## config.mk

```make
export PLATFORM = sky130hd
export DESIGN_NAME = seq_mul64_flat
export DESIGN_NICKNAME = d
export VERILOG_FILES = /design/src/rtl/mul_pkg.sv /design/src/rtl/seq_mul64_if.sv /design/src/rtl/mul_step_r4.sv /design/src/rtl/seq_mul64.sv /design/src/flat_wrapper.sv
export SDC_FILE = /design/constraint.sdc
export NUM_CORES = 1
export LEC_CHECK = 0
export ABC_AREA = 1
export CORE_AREA = 2 2 205 207
export CTS_BUF_LIST = sky130_fd_sc_hd__clkbuf_8
export DETAILED_ROUTE_END_ITERATION = 8
export DIE_AREA = 0 0 207 209
export PLACE_DENSITY = 0.74
export SLEW_MARGIN = 20
export SYNTH_ARGS = -nofsm -noshare
export SYNTH_HDL_FRONTEND = slang
export SYNTH_SLANG_ARGS = --single-unit
```

## constraint.sdc

```tcl
create_clock -name clk -period 10 [get_ports clk]
set_clock_uncertainty 0.15 [all_clocks]
set_input_delay 1 -clock clk [delete_from_list [all_inputs] [get_ports clk]]
set_output_delay 1 -clock clk [all_outputs]
set_load 0.005 [all_outputs]
```

## src/rtl/mul_pkg.sv

```systemverilog
// Shared types and constants for the sequential 64x64 radix-4 multiplier.
package mul_pkg;
  localparam int MUL_W     = 64;
  localparam int MUL_ITERS = 32;
  localparam int MUL_CNT_W = 5;

  typedef enum logic [1:0] {
    IDLE = 2'd0,
    BUSY = 2'd1,
    DONE = 2'd2
  } mul_state_e;
endpackage

```

## src/rtl/seq_mul64_if.sv

```systemverilog
// Request/response bundle between the execute-stage ALU (master) and seq_mul64 (slave).
interface seq_mul64_if;
  import mul_pkg::*;

  logic             mul_valid;
  logic             flush;
  logic [MUL_W-1:0] multiplicand;
  logic [MUL_W-1:0] multiplier;
  logic             mul_ready;
  logic             out_valid;
  logic [31:0]      result_hi;
  logic [31:0]      result_lo;

  modport master (
    output mul_valid, flush, multiplicand, multiplier,
    input  mul_ready, out_valid, result_hi, result_lo
  );

  modport slave (
    input  mul_valid, flush, multiplicand, multiplier,
    output mul_ready, out_valid, result_hi, result_lo
  );
endinterface

```

## src/rtl/mul_step_r4.sv

```systemverilog
// One radix-4 shift-add step: adds d*A to the accumulator, keeping the low 64 bits.
module mul_step_r4
  import mul_pkg::*;
(
  input  logic [MUL_W-1:0] acc,
  input  logic [MUL_W-1:0] a,
  input  logic [1:0]       d,
  output logic [MUL_W-1:0] acc_next
);
  logic [MUL_W-1:0] term_s;

  // Select the partial product for the current multiplier digit.
  always_comb begin
    term_s = {MUL_W{1'b0}};
    case (d)
      2'd0:    term_s = {MUL_W{1'b0}};
      2'd1:    term_s = a;
      2'd2:    term_s = a << 1;
      2'd3:    term_s = a + (a << 1);
      default: term_s = {MUL_W{1'b0}};
    endcase
  end

  assign acc_next = acc + term_s;
endmodule

```

## src/rtl/seq_mul64.sv

```systemverilog
// Sequential 64x64 multiplier, low 64 product bits, two multiplier bits per cycle.
module seq_mul64
  import mul_pkg::*;
(
  input  logic          clk,
  input  logic          rst,
  seq_mul64_if.slave    bus
);
  mul_state_e           state_r;
  logic [MUL_W-1:0]     a_r;
  logic [MUL_W-1:0]     b_r;
  logic [MUL_W-1:0]     acc_r;
  logic [MUL_CNT_W-1:0] cnt_r;
  logic                 mul_ready_r;
  logic                 out_valid_r;
  logic [MUL_W-1:0]     result_r;
  logic [MUL_W-1:0]     acc_next_s;

  mul_step_r4 u_step (
    .acc      (acc_r),
    .a        (a_r),
    .d        (b_r[1:0]),
    .acc_next (acc_next_s)
  );

  // Control FSM with operand, accumulator, counter and output registers.
  always_ff @(posedge clk) begin
    if (rst) begin
      state_r     <= IDLE;
      a_r         <= {MUL_W{1'b0}};
      b_r         <= {MUL_W{1'b0}};
      acc_r       <= {MUL_W{1'b0}};
      cnt_r       <= {MUL_CNT_W{1'b0}};
      mul_ready_r <= 1'b1;
      out_valid_r <= 1'b0;
      result_r    <= {MUL_W{1'b0}};
    end else if (bus.flush) begin
      // Abandon whatever is in flight; result registers stay untouched.
      state_r     <= IDLE;
      cnt_r       <= {MUL_CNT_W{1'b0}};
      mul_ready_r <= 1'b1;
      out_valid_r <= 1'b0;
    end else begin
      case (state_r)
        IDLE: begin
          out_valid_r <= 1'b0;
          if (bus.mul_valid) begin
            a_r         <= bus.multiplicand;
            b_r         <= bus.multiplier;
            acc_r       <= {MUL_W{1'b0}};
            cnt_r       <= {MUL_CNT_W{1'b0}};
            mul_ready_r <= 1'b0;
            state_r     <= BUSY;
          end else begin
            mul_ready_r <= 1'b1;
            state_r     <= IDLE;
          end
        end
        BUSY: begin
          acc_r <= acc_next_s;
          a_r   <= a_r << 2;
          b_r   <= b_r >> 2;
          cnt_r <= cnt_r + 5'd1;
          if (cnt_r == 5'(MUL_ITERS - 1)) begin
            result_r    <= acc_next_s;
            out_valid_r <= 1'b1;
            state_r     <= DONE;
          end else begin
            state_r     <= BUSY;
          end
        end
        DONE: begin
          out_valid_r <= 1'b0;
          mul_ready_r <= 1'b1;
          state_r     <= IDLE;
        end
        default: begin
          out_valid_r <= 1'b0;
          mul_ready_r <= 1'b1;
          cnt_r       <= {MUL_CNT_W{1'b0}};
          state_r     <= IDLE;
        end
      endcase
    end
  end

  assign bus.mul_ready = mul_ready_r;
  assign bus.out_valid = out_valid_r;
  assign bus.result_hi = result_r[63:32];
  assign bus.result_lo = result_r[31:0];
endmodule

```

## src/flat_wrapper.sv

```systemverilog
// flat-port wrapper written by rule: the top's interface ports become plain ports
module seq_mul64_flat import mul_pkg::*;
  (clk, rst, bus_mul_valid, bus_flush, bus_multiplicand, bus_multiplier, bus_mul_ready, bus_out_valid, bus_result_hi, bus_result_lo);
  seq_mul64_if bus_i ();
  input  logic clk;
  input  logic rst;
  input wire logic [$bits(bus_i.mul_valid)-1:0] bus_mul_valid;
  input wire logic [$bits(bus_i.flush)-1:0] bus_flush;
  input wire logic [$bits(bus_i.multiplicand)-1:0] bus_multiplicand;
  input wire logic [$bits(bus_i.multiplier)-1:0] bus_multiplier;
  output wire logic [$bits(bus_i.mul_ready)-1:0] bus_mul_ready;
  output wire logic [$bits(bus_i.out_valid)-1:0] bus_out_valid;
  output wire logic [$bits(bus_i.result_hi)-1:0] bus_result_hi;
  output wire logic [$bits(bus_i.result_lo)-1:0] bus_result_lo;
  assign bus_i.mul_valid = bus_mul_valid;
  assign bus_i.flush = bus_flush;
  assign bus_i.multiplicand = bus_multiplicand;
  assign bus_i.multiplier = bus_multiplier;
  assign bus_mul_ready = bus_i.mul_ready;
  assign bus_out_valid = bus_i.out_valid;
  assign bus_result_hi = bus_i.result_hi;
  assign bus_result_lo = bus_i.result_lo;
  seq_mul64 u_core (.clk(clk), .rst(rst), .bus(bus_i));
endmodule
```

# Word level (Yosys, flattened, before mapping)
# Index checks and enable logic that the tools add are counted.
dict set report totals {
  ff_bits 265
  in_bits 132
  out_inout_bits 66
}
dict set report classes {
  add_sub_neg 3
  n_eq_ne 7
  n_mux 14
  n_bitwise 3
  n_reduce_logical 8
}
# cell count
set ops {}
lappend ops {{$pmux W64 S2} 3}
lappend ops {{$pmux W64 S4} 1}
lappend ops {{$mux W64} 3}
lappend ops {{$add A64 B64 Y64} 2}
lappend ops {{$pmux W5 S3} 1}
lappend ops {{$eq A2 B2 Y1 const B} 3}
lappend ops {{$reduce_and A3 Y1} 2}
lappend ops {{$add A5 B1 Y5 const B} 1}
lappend ops {{$eq A5 B5 Y1 const B} 1}
lappend ops {{$mux W5} 1}
lappend ops {{$eq A2 B1 Y1 const B} 2}
lappend ops {{$logic_not A2 Y1} 2}
lappend ops {{$pmux W2 S2} 1}
lappend ops {{$not A1 Y1} 3}
lappend ops {{$reduce_or A3 Y1} 1}
lappend ops {{$mux W1} 2}
lappend ops {{$mux W2} 1}
lappend ops {{$ne A2 B2 Y1 const B} 1}
lappend ops {{$pmux W1 S2} 1}
lappend ops {{$reduce_and A2 Y1} 1}
lappend ops {{$reduce_bool A2 Y1} 1}
lappend ops {{$reduce_or A2 Y1} 1}

# Logic depth before layout (Yosys ltp)
dict set report depth {
  depth_word 4
  mapped_depth 35
  ltp_nobuf 35
}

# By module
# From an unflattened synthesis, not the netlist that was laid out.
dict set report hier_totals {
  cells_unflattened 3659
  hier_area_um2 21739.6
}
# module n_inst cells_per_inst area_per_inst_um2 seq_area_each_um2
set by_module_without_submodules {}
lappend by_module_without_submodules {seq_mul64 1 1711 11409.7 5305.1}
lappend by_module_without_submodules {mul_step_r4 1 1948 10329.9 0.0}

# Worst setup path before layout
# OpenSTA, ideal clock, no wires.
dict set report synth_timing {
  path_type {reg-to-reg}
  start {register u_core.a_r[1]}
  end {register u_core.result_r[50]}
  arrival_ns 3.643
  required_time_ns 9.737
  path_slack_ns 6.095
  stages_incl_launch_ff 30
  path_buffers 0
  synth_period_minus_slack_ns 3.905
  cell_sequence {dfxtp_1 -> ha_1 -> inv_1 -> fa_1 -> inv_1 -> nand3_1 -> nand3_1 -> a21oi_2 -> o21ai_2 -> a21o_1 -> nand2_1 -> nand2_1 -> a21oi_1 -> nor2_1 -> nor2_1 -> nand2_1 -> nand3_1 -> ha_1 -> a21oi_1 -> o21ai_0 -> inv_1 -> nand2_1 -> a21oi_1 -> nand3_2 -> a21o_1 -> or2_1 -> nand2_1 -> nand2_1 -> o211ai_2 -> inv_2}
}
dict set report synth_via {
  elab_chain_cells 3
}
# element line_no
set synth_lines {}
lappend synth_lines {{start, declared} seq_mul64.sv:10} ;# logic [MUL_W-1:0] a_r;
lappend synth_lines {{start signal, assigned} seq_mul64.sv:30} ;# a_r <= {MUL_W{1'b0}};
lappend synth_lines {{start signal, assigned} seq_mul64.sv:48} ;# a_r <= bus.multiplicand;
lappend synth_lines {{start signal, assigned} seq_mul64.sv:61} ;# a_r <= a_r << 2;
lappend synth_lines {{$add A64 B64 Y64} mul_step_r4.sv:19} ;# 2'd3: term_s = a + (a << 1);
lappend synth_lines {{$pmux W64 S4 *} mul_step_r4.sv:15} ;# case (d)
lappend synth_lines {{$add A64 B64 Y64 *} mul_step_r4.sv:24} ;# assign acc_next = acc + term_s;
lappend synth_lines {{end signal, assigned} seq_mul64.sv:36} ;# result_r <= {MUL_W{1'b0}};
lappend synth_lines {{end signal, assigned} seq_mul64.sv:65} ;# result_r <= acc_next_s;
lappend synth_lines {{end, declared} seq_mul64.sv:16} ;# logic [MUL_W-1:0] result_r;
# Mark *: on every way between the ends. The rest lies on a longest branch, timed or not.
# A chain may end at the register's enable or synchronous reset.

# Final worst setup path
dict set report layout_timing {
  start {register u_core.a_r[20]}
  end {register u_core.result_r[56]}
}
# The elaborated chain is that of the path after synthesis.

==> results by group <==
Cells and area
  – FF/Latch Area: around 5300 um2
  – Share of layout cells above drive strength 1: 6.43%
  – N_diodes: 0
  – Final nets: 3601
  – Multi-input logic area: 13100 um2
  – Area Overhead vs Synth: 16.4%
  – Fill count: 4146

Timing
  – Slew @ Worst Pin: around 1000 ps
  – Fmax achieved: 195 MHz
  – Final setup vio count: 0
  – Min cycle time layout: between 5000 and 6000 ps
  – Hold Vio Cnt, Final: 0
  – Slew Viols, Final: 0
  – Fin crit share: 51.3%
  – Unrepaired setup endpoints after global routing: no
  – Max-Slew Margin vs Limit: a little over 30%
  – Setup TNS: 0 ps

Detailed routing
  – Wirelength, routed: 73.6 mm
  – Routed WL per cell: roughly 19 um
  – Vias: approximately 22000
  – Detailed router's first-iteration violation count: a little under 2000
  – DRC errors left: 0
  – Post-DRT Antenna Nets: 0
  – First-pass DRT Iterations: 6
  – Detailed-route vias per instance: between 5 and 6

Global route
  – Initial antenna violation count: 0
  – First-pass GRT wire length: 113 mm
  – GRT Total Usage: around a third
  – Largest net degree at the start of global routing: 143
  – Total grt overflow: 0
  – Vias in the first global route: 20500

Min path
  – Hold path depth: 2
  – Worst Hold End: u_core.b_r[52]$_SDFFE_PP0P_
  – Hold Crit Class: flop to flop
  – Min-delay src: u_core.b_r[54]$_SDFFE_PP0P_

Clocking
  – Post-CTS Setup Repair Bufs: 0
  – Worst skew pair latency: just under 700 ps
  – CTS Root Cell: clkbuf_8
  – TritonCTS clock tree: yes
  – Max clock buf depth: 3
  – Sink Count: 265
  – Hold buffers post-CTS: 0
  – Clk slew on worst S/H paths: 60 ps
  – Cts repair resizes: 0
  – Num CTS Buffers: 48
  – H-tree Lvls: 2

Critical path
  – Reg-to-Reg Start: u_core.a_r[20]$_SDFFE_PP0P_
  – R2r setup slk: ~5000 ps
  – Critical Path Slowest Stage Cell: a211oi_1
  – Most numerous cell on the critical path: nand2_1
  – Worst EP required: 10450 ps
  – Worst r2r path cells: 22
  – Reg-to-Reg End: u_core.result_r[56]$_SDFFE_PP0P_
  – WS Path Type: flop to flop
  – Critical path endpoint category: flop
  – Crit Path Max Fanout: 6
  – Max incr delay on CP: 570 ps
  – Startpoint Class: flop
  – Worst path cell trace: ha_1, nand2_1, inv_1, a21oi_1, nand2_1, a21oi_2, nand2_4, a31oi_1, o21bai_1, nand2_1, nand2_1, o211ai_1, ha_1, a21oi_1, o21ai_0, o21bai_1, a211oi_1, nand2_1, nand2_1, nand2_1, a21o_1, inv_1
  – Crit path from: u_core.a_r[20]$_SDFFE_PP0P_
  – Critical path arrival: around 5600 ps

Placement
  – Gpl congestion: 1.07
  – Port bufs: 197
  – Detail Placement HPWL: 56.9 mm

Synth
  – Avg Cell Area, Syn: approximately 6.3 um2
  – Post-synth EDFFs: 0
  – Sequential-to-total area share from yosys stat: roughly a quarter
  – Synthesized area: between 20000 and 25000 um2
  – FFs w/ async S/R, synth: 0%
  – Flops & latches, synth: 265
  – Syn_nets: 3469
  – Dominant synthesized flop cell: dfxtp_1
  – Synth unique cells: 62
  – Count of yosys warnings during synthesis: 0
  – Gate Count Post-Synth: 3208

Floorplan
  – Starting density of the core: 49.1%
  – Core area: between 40000 and 50000 um2
  – Width of the die: ~210 um
  – Die height: roughly 210 um
  – Std cell rows: 75
  – I/O Pins: 198
  – Die footprint: 43300 um2

Pwr
  – P_sw: a little over 900 uW
  – Leakage power: 10.3 nW
  – Clock network power share: 40.6%
  – Switching part of the total: around a third
  – Overall Power: around 2.8 mW
  – Internal: roughly 1.9 mW
  – PwrDens: 121 nW/um2
  – Combinational power share: between 10% and 20%
  – VDD IR max: 0.106 mV
  – Share of total power in sequential cells: between 40% and 50%

Flow run
  – Max Cap Viol: 0

Run status
  – Outcome: completed
layout by cell type, fill, tap and decap left out, types with 19 or more instances in the layout:
cell type        netlist  final
o21bai_1              30     30
o21ai_0              260    260
dfxtp_1              265    265
inv_2                 20     19
nor2_1               313    309
a21o_1                31     31
a21oi_1              241    241
clkdlybuf4s50_1        0    196
clkbuf_8               0     58
o21ai_1               23     23
a31oi_1              141    141
o221ai_1              34     34
nand3_1              123    123
ha_1                 127    127
o211ai_1              31     31
nand2_1              832    832
inv_1                352    363
xor2_1                29     29
nand2_2               25     25
Yosys cell counts (3+ instances only):
library cell	instances	area (um2)
nand2_1	832	3120
inv_1	352	1320
nor2_1	313	1170
dfxtp_1	265	5310
o21ai_0	260	1300
a21oi_1	241	1210
a31oi_1	141	882
ha_1	127	1590
nand3_1	123	616
clkbuf_1	91	342
o221ai_1	34	298
a21o_1	31	233
o211ai_1	31	233
o21bai_1	30	225
xor2_1	29	254
buf_2	26	130
nand2_2	25	156
o21ai_1	23	115
inv_2	20	75.1
a21oi_2	14	123
nand4_1	14	87.6
nor3_1	14	70.1
o21a_1	14	105
or2_2	14	87.6
nand3b_1	11	82.6
or2_1	11	68.8
xnor2_1	11	96.3
nand3_2	10	100
buf_1	9	33.8
nor4_1	8	50.1
nor2_2	7	43.8
o21ai_2	7	61.3
a211oi_1	6	45.0
and3_1	6	37.5
o22ai_1	6	37.5
a221oi_1	5	43.8
a21boi_1	4	30.0
a21boi_2	4	45.0
nand2_4	4	45.0
nor4_2	4	50.1
or2_0	3	18.8
area by class of cell:
type	count	share of cell area (%)
Clock inverter	29	1.09
Clock buffer	58	3.39
Multi-Input combinational cell	2440	55.4
Tap cell	539	2.86
Timing Repair Buffer	210	8.78
Sequential cell	265	22.5
Inverter	375	6.02
registers in the layout, indices dropped and copies added, names as in the netlist:
name,count
u_core.cnt_r,5
u_core.state_r,2
u_core.bus.mul_ready,1
u_core.b_r,64
u_core.acc_r,64
u_core.result_r,64
u_core.a_r,64
u_core.bus.out_valid,1
through the flow:
stage                     std cells  util [%]  setup WS (ps)  instance area (um2)  hold slack, ps
after floorplan                3208         -           6090                20300             291
after global placement         3829      54.5           4940                22500             305
after detailed placement       3829      54.5           4840                22500             311
after CTS                      3916      57.1           4970                23600             312
after global routing           3916      57.1           4470                23600             337
final                          3916      57.1           4870                23600             308
layer usage:
metal / up-vias / GRT usage, % / share of wire [%]
met4: 0 / 13.1 / 3.9
met5: - / 0 / 0
li1: 11000 / - / -
met3: 136 / 4.81 / 6.6
met1: 10200 / 41.9 / 43
met2: 819 / 54.7 / 47
worst max-delay path, delay by kind of cell (launching register included):
family	cells	cell delay (ps)
simple gates	8	890
buf+inv	2	110
fa+ha+maj	2	730
flops	1	430
compound gates	10	2740
cell families (layout without fill, tap and decap cells):
family,after synthesis,after routing,synth area share [%]
AOI/OAI and AO/OA,865,865,25.4
buffers and inverters,503,672,9.53
xor gates and xnor gates,40,40,1.73
DFF,265,265,26.2
adders and majority gates,129,129,8.04
and+or+nand+nor,1406,1406,29.1
worst max path at each step:
| stage | endpoint | slack [ps] | cells past startpoint |
|---|---|---|---|
| after global placement | u_core.b_r[1]$_SDFFE_PP0P_ | 4940 | 9 |
| after detailed placement | u_core.a_r[41]$_SDFFE_PP0P_ | 4840 | 9 |
| after global routing | u_core.result_r[49]$_SDFFE_PP0P_ | 4470 | 27 |
| after floorplan | u_core.result_r[50]$_SDFFE_PP0P_ | 6090 | 29 |
| final | u_core.result_r[56]$_SDFFE_PP0P_ | 4870 | 22 |
| after CTS | u_core.result_r[41]$_SDFFE_PP0P_ | 4970 | 23 |
power groups by stage:
stage	sequential [mW]	combinational (mW)	clock (mW)
finish	1.15	0.540	1.16
global route	1.16	0.596	1.21
CTS	1.15	0.535	1.18
detailed placement	1.17	0.532	0
global placement	1.17	0.527	0
floorplan	1.16	0.358	0
(Power assumes the default switching activity.)
